[src/rtl/smg_pkg.sv]
// Shared definitions for the 7-segment BCD converter: state encoding,
// digit codes and the leading-zero blanking helper.
package smg_pkg;

  typedef enum logic [1:0] {
    ST_IDLE  = 2'd0,
    ST_SHIFT = 2'd1
  } state_t;

  localparam logic [3:0] DIGIT_BLANK = 4'hF;
  localparam logic [3:0] BCD_ADJ_TH  = 4'd5;
  localparam int         BCD_DIGITS  = 4;

  // Replace leading zero digits (thousands downwards) by the blank code;
  // the units digit is always kept so that zero still shows as "0".
  function automatic logic [15:0] blank_leading_zeros(input logic [15:0] bcd);
    logic [15:0] res;
    logic        lead;
    res  = bcd;
    lead = 1'b1;
    for (int i = BCD_DIGITS - 1; i > 0; i--) begin
      if (lead && (bcd[i*4 +: 4] == 4'd0)) begin
        res[i*4 +: 4] = DIGIT_BLANK;
      end else begin
        lead = 1'b0;
      end
    end
    return res;
  endfunction

endpackage

[src/rtl/smg_bcd_adjust.sv]
// Single-digit add-3 correction used by the double-dabble shifter.
module smg_bcd_adjust
  import smg_pkg::*;
(
  input  logic [3:0] digit,
  output logic [3:0] adjusted
);

  assign adjusted = (digit >= BCD_ADJ_TH) ? (digit + 4'd3) : digit;

endmodule

[src/rtl/smg_bcd_convert_module.sv]
// Sequential 14-bit binary to 4-digit packed BCD converter (double dabble).
// Optional build macro SMG_LEADING_ZERO_BLANK_EN blanks leading zero digits.
module smg_bcd_convert_module
  import smg_pkg::*;
#(
  parameter int                 BIN_W   = 14,
  parameter logic [BIN_W-1:0]   MAX_VAL = 14'd9999
) (
  input  logic             CLK,
  input  logic             RSTn,
  input  logic [BIN_W-1:0] Bin_Data,
  input  logic             Start_Sig,
  output logic             Busy_Sig,
  output logic             Done_Sig,
  output logic             Overflow_Sig,
  output logic [15:0]      Number_Sig
);

  localparam int                BCD_W    = BCD_DIGITS * 4;
  localparam int                CNT_W    = $clog2(BIN_W);
  localparam logic [CNT_W-1:0]  LAST_CNT = CNT_W'(BIN_W - 1);

  state_t             state_r, state_nxt;
  logic [CNT_W-1:0]   cnt_r, cnt_nxt;
  logic [BIN_W-1:0]   bin_r, bin_nxt;
  logic [BCD_W-1:0]   bcd_r, bcd_nxt;
  logic               ovf_r, ovf_nxt;
  logic               busy_r, busy_nxt;
  logic               done_r, done_nxt;
  logic               ovf_out_r, ovf_out_nxt;
  logic [BCD_W-1:0]   number_r, number_nxt;

  logic [BCD_W-1:0]       adj_s;
  logic [BCD_W+BIN_W-1:0] shifted_s;
  logic [BCD_W-1:0]       final_s;

  for (genvar g = 0; g < BCD_DIGITS; g++) begin : g_adj
    smg_bcd_adjust u_adj (
      .digit    (bcd_r[g*4 +: 4]),
      .adjusted (adj_s[g*4 +: 4])
    );
  end

  assign shifted_s = {adj_s, bin_r} << 1;

`ifdef SMG_LEADING_ZERO_BLANK_EN
  assign final_s = blank_leading_zeros(shifted_s[BCD_W+BIN_W-1 -: BCD_W]);
`else
  assign final_s = shifted_s[BCD_W+BIN_W-1 -: BCD_W];
`endif

  // Next-state and next-output computation for the converter FSM.
  always_comb begin
    state_nxt   = state_r;
    cnt_nxt     = cnt_r;
    bin_nxt     = bin_r;
    bcd_nxt     = bcd_r;
    ovf_nxt     = ovf_r;
    busy_nxt    = busy_r;
    done_nxt    = 1'b0;
    ovf_out_nxt = ovf_out_r;
    number_nxt  = number_r;
    case (state_r)
      ST_IDLE: begin
        if (Start_Sig) begin
          if (Bin_Data > MAX_VAL) begin
            bin_nxt = MAX_VAL;
            ovf_nxt = 1'b1;
          end else begin
            bin_nxt = Bin_Data;
            ovf_nxt = 1'b0;
          end
          bcd_nxt   = {BCD_W{1'b0}};
          cnt_nxt   = {CNT_W{1'b0}};
          busy_nxt  = 1'b1;
          state_nxt = ST_SHIFT;
        end else begin
          state_nxt = ST_IDLE;
        end
      end
      ST_SHIFT: begin
        bcd_nxt = shifted_s[BCD_W+BIN_W-1 -: BCD_W];
        bin_nxt = shifted_s[BIN_W-1:0];
        cnt_nxt = cnt_r + {{(CNT_W-1){1'b0}}, 1'b1};
        if (cnt_r == LAST_CNT) begin
          // Outputs update only here, so the scanner never sees partial digits.
          number_nxt  = final_s;
          ovf_out_nxt = ovf_r;
          done_nxt    = 1'b1;
          busy_nxt    = 1'b0;
          state_nxt   = ST_IDLE;
        end else begin
          state_nxt = ST_SHIFT;
        end
      end
      default: begin
        busy_nxt  = 1'b0;
        state_nxt = ST_IDLE;
      end
    endcase
  end

  // State and datapath registers with synchronous active-low reset.
  always_ff @(posedge CLK) begin
    if (!RSTn) begin
      state_r   <= ST_IDLE;
      cnt_r     <= {CNT_W{1'b0}};
      bin_r     <= {BIN_W{1'b0}};
      bcd_r     <= {BCD_W{1'b0}};
      ovf_r     <= 1'b0;
      busy_r    <= 1'b0;
      done_r    <= 1'b0;
      ovf_out_r <= 1'b0;
      number_r  <= {BCD_W{1'b0}};
    end else begin
      state_r   <= state_nxt;
      cnt_r     <= cnt_nxt;
      bin_r     <= bin_nxt;
      bcd_r     <= bcd_nxt;
      ovf_r     <= ovf_nxt;
      busy_r    <= busy_nxt;
      done_r    <= done_nxt;
      ovf_out_r <= ovf_out_nxt;
      number_r  <= number_nxt;
    end
  end

  assign Busy_Sig     = busy_r;
  assign Done_Sig     = done_r;
  assign Overflow_Sig = ovf_out_r;
  assign Number_Sig   = number_r;

endmodule
[config.mk]
export PLATFORM = sky130hd
export DESIGN_NAME = smg_bcd_convert_module
export DESIGN_NICKNAME = d
export VERILOG_FILES = /design/src/rtl/smg_pkg.sv /design/src/rtl/smg_bcd_adjust.sv /design/src/rtl/smg_bcd_convert_module.sv
export SDC_FILE = /design/constraint.sdc
export NUM_CORES = 1
export LEC_CHECK = 0
export CAP_MARGIN = 40
export CORE_ASPECT_RATIO = 0.6
export CORE_MARGIN = 4
export CORE_UTILIZATION = 25
export CTS_CLUSTER_SIZE = 40
export DETAILED_ROUTE_END_ITERATION = 8
export GPL_TIMING_DRIVEN = 0
export PLACE_DENSITY = 0.41
export SETUP_SLACK_MARGIN = 0.2
export SYNTH_ARGS = -nofsm -noshare
export SYNTH_HDL_FRONTEND = slang
export SYNTH_SLANG_ARGS = --single-unit
[constraint.sdc]
create_clock -name CLK -period 2.5 [get_ports CLK]
set_input_delay 0.5 -clock CLK [delete_from_list [all_inputs] [get_ports CLK]]
set_output_delay 0.5 -clock CLK [all_outputs]
set_load 0.01 [all_outputs]
==> impl_metrics.env <==
export IMPL_yosysSeqAreaShare=0.424
export IMPL_status="finished, final reports clean"
export IMPL_place_gp_congestion=0.758
export IMPL_antenna_found_initial=0
export IMPL_cts_resized=0
export IMPL_netlist_instances=296
export IMPL_critPathArrivalTime_ns=1.98
export IMPL_dp_cells=466
export IMPL_slew_violations=0
export IMPL_syn_num_nets=323
export IMPL_cp_num_buf_inv=3
export IMPL_fp_dieH_um=86.9
export IMPL_grt_pass1_wl_um=11900
export IMPL_synth_area_leader_cell="dfxtp_1"
export IMPL_firstDrtPassIters=4
export IMPL_nFillCells=1052
export IMPL_yosys_most_used_dff="dfxtp_1"
export IMPL_clock_root_buffer="clkbuf_16"
export IMPL_drtIter0Drc=150
export IMPL_reg2reg_from="bcd_r[4]$_SDFFE_PN0P_"
export IMPL_slew_headroom=0.602
export IMPL_ir_drop_uv=275
export IMPL_r2r_slack_ns=0.88
export IMPL_grt_overflow_total=0
export IMPL_clk_pin_slew_worst_paths_ns=0.07
export IMPL_drcViolationCount=0
export IMPL_grt_util_all_layers=0.125
export IMPL_synth_edf_count=0
export IMPL_layout_nets=365
export IMPL_worst_path_stages=4
export IMPL_wl_per_cell_um=15.6
export IMPL_start_util=0.260
export IMPL_slowest_delay_ns=0.50
export IMPL_r2r_end="bcd_r[6]$_SDFFE_PN0P_"
export IMPL_fp_coreArea_mm2=0.00998
export IMPL_final_layout_size_suffix_gt1_frac=0.0767
export IMPL_clk_latency_ns=0.29
export IMPL_crit_type="in -> reg"
export IMPL_fp_dieW_um=140
export IMPL_worst_pin_slew_ns=0.594
export IMPL_cp_end_kind="register"
export IMPL_vias_per_cell=4.65
export IMPL_cpLargestDelayFamily="buffers and inverters"
export IMPL_fin_setup_tns_ns=0
export IMPL_cts_htree_levels=2
export IMPL_yosys_top_cells_area="dfxtp_1 42%, o21ai_0 6.2%, nand2_1 5.3%"
export IMPL_final_core_util=0.328
export IMPL_powerDensity_mw_per_mm2=561
export IMPL_grt_max_degree=16
export IMPL_stdcell_count=474
export IMPL_maxCapViolations=0
export IMPL_synth_top_cell_area_share=0.424
export IMPL_final_cell_area_mm2=0.00327
export IMPL_finalCriticalPeriod_ns=1.74
export IMPL_cp_required_ns=2.74
export IMPL_post_synth_num_cell_types=38
export IMPL_leakage_nw=1.21
export IMPL_slowest_stage="buf_1"
export IMPL_cts_sinks=55
export IMPL_cts_path_max_buffers=2
export IMPL_r2r_worst_path_cells=6
export IMPL_avgSynthCellArea_um2=8.77
export IMPL_hold_viol_final=0
export IMPL_ios=36
export IMPL_die_area_mm2=0.0121
export IMPL_insertedDiodeCount=0
export IMPL_async_reset_ff_frac=0
export IMPL_portBuffers=35
export IMPL_post_dp_cell_area_mm2=0.00312
export IMPL_rsz0062_at_grt="false"
export IMPL_area_growth_syn_to_layout_pct=26.0
export IMPL_path_cells="clkdlybuf4s50_1 -> buf_2 -> buf_1 -> o211a_1"
export IMPL_drtAntennaViolNets=0
export IMPL_startpoint_type="input pin"
export IMPL_whs_ns=0.469
export IMPL_synth_area_mm2=0.00260
export IMPL_ys_ff_latch=55
export IMPL_cts_made_buffers=5
export IMPL_cp_max_fo=10
export IMPL_tritoncts="built"
export IMPL_vias=2203
export IMPL_crit_start="RSTn"
export IMPL_setup_viol=0
export IMPL_post_cts_buffers=0
export IMPL_finalCritPeriodShare=0.696
export IMPL_endpoint="Number_Sig[3]$_SDFFE_PN0P_"
export IMPL_grt_pass1_vias=2070
export IMPL_fmax_ghz=0.575
export IMPL_rows=28
export IMPL_hp_class="reg -> reg"
export IMPL_ys_warn_count=0
export IMPL_hpwl_um=5420
export IMPL_ctsHoldBuffers=0
export IMPL_skew_ns=0.00560
export IMPL_wl_um=7420
placed cells by master, fill, tap and decap left out, drive strengths merged, types with 5 or more instances in the layout:
cell	n
dfxtp	55
nand2	38
clkdlybuf4s50	35
o21ai	34
a21oi	19
nand3	15
buf	15
inv	14
nand2b	12
nor2b	11
o32ai	11
clkbuf	11
ha	10
mux2i	9
nor3b	8
nor2	5
through the flow:
step	setup slack [ns]	power (W)
after floorplan	1.06	0.00103
after global placement	0.432	0.00111
after detailed placement	0.429	0.00111
after CTS	0.732	0.00187
after global routing	0.584	0.00192
final	0.760	0.00184
Yosys cell counts, types with 8 or more instances:
cell type and instances:
dfxtp_1 55, nand2_1 37, inv_1 14, o32ai_1 11
nand3_1 15, nor2b_1 11, o21ai_0 32, a21oi_1 18
mux2i_1 9, nor3b_1 8, nand2b_1 12, ha_1 10
worst reg2reg max path, delay by kind of cell (launching register included):
kind	cells	cell delay [ns]
DFF	1	0.32
adders and majority gates	1	0.25
buffers and inverters	1	0.10
muxes	1	0.40
AOI/OAI and AO/OA	2	0.36
and+or+nand+nor	1	0.09
power breakdown:
part,total (W),leakage (nW),switching (W),internal (W)
Clock,0.000752,0.0772,0.000324,0.000428
Combinational,0.000171,0.686,0.0000954,0.0000756
Sequential,0.000914,0.446,0.0000150,0.000899
Total,0.00184,1.21,0.000435,0.00140
cell type report:
| cell class | instances | area (µm²) | area share |
|---|---|---|---|
| multi-input cells | 209 | 1330 | 0.407 |
| flip-flops and latches | 55 | 1100 | 0.337 |
| repair buffers | 35 | 350 | 0.107 |
| well taps | 135 | 169 | 0.0516 |
| clock buffers | 8 | 156 | 0.0478 |
| plain buffers | 18 | 110 | 0.0337 |
| inverters | 14 | 52.6 | 0.0161 |
worst min-delay path by stage:
| stage | from | end | slack (ns) | cells past startpoint |
|---|---|---|---|---|
| floorplan | ovf_r$_SDFFE_PN0P_ | Overflow_Sig$_SDFFE_PN0P_ | 0.43 | 2 |
| global placement | Overflow_Sig$_SDFFE_PN0P_ | Overflow_Sig$_SDFFE_PN0P_ | 0.45 | 2 |
| detailed placement | Number_Sig[10]$_SDFFE_PN0P_ | Number_Sig[10]$_SDFFE_PN0P_ | 0.46 | 2 |
| CTS | Number_Sig[10]$_SDFFE_PN0P_ | Number_Sig[10]$_SDFFE_PN0P_ | 0.47 | 2 |
| global route | Number_Sig[6]$_SDFFE_PN0P_ | Number_Sig[6]$_SDFFE_PN0P_ | 0.50 | 2 |
| finish | Overflow_Sig$_SDFFE_PN0P_ | Overflow_Sig$_SDFFE_PN0P_ | 0.47 | 2 |
registers in the layout (all words and copies together), names as in the netlist:
| name | flops |
|---|---|
| bin_r | 14 |
| Busy_Sig | 1 |
| ovf_r | 1 |
| bcd_r | 16 |
| cnt_r | 4 |
| state_r | 1 |
| Done_Sig | 1 |
| Number_Sig | 16 |
| Overflow_Sig | 1 |
layer usage:
layer,global-route usage,up-vias,wire (µm),part of all wire
met3,0.0285,5,313,0.042
met2,0.170,39,2800,0.38
met4,0.0264,0,46,0.0062
met5,0,-,0,0
li1,-,1128,-,-
met1,0.198,1031,4260,0.57
cell families after synthesis:
kind of cell / share of synthesized area
flops: 0.424
xor+xnor: 0.0135
fa+ha+maj: 0.0482
compound gates: 0.204
mux: 0.0520
buf+inv: 0.0626
simple gates: 0.196
Power figures use the tool's default switching activity.
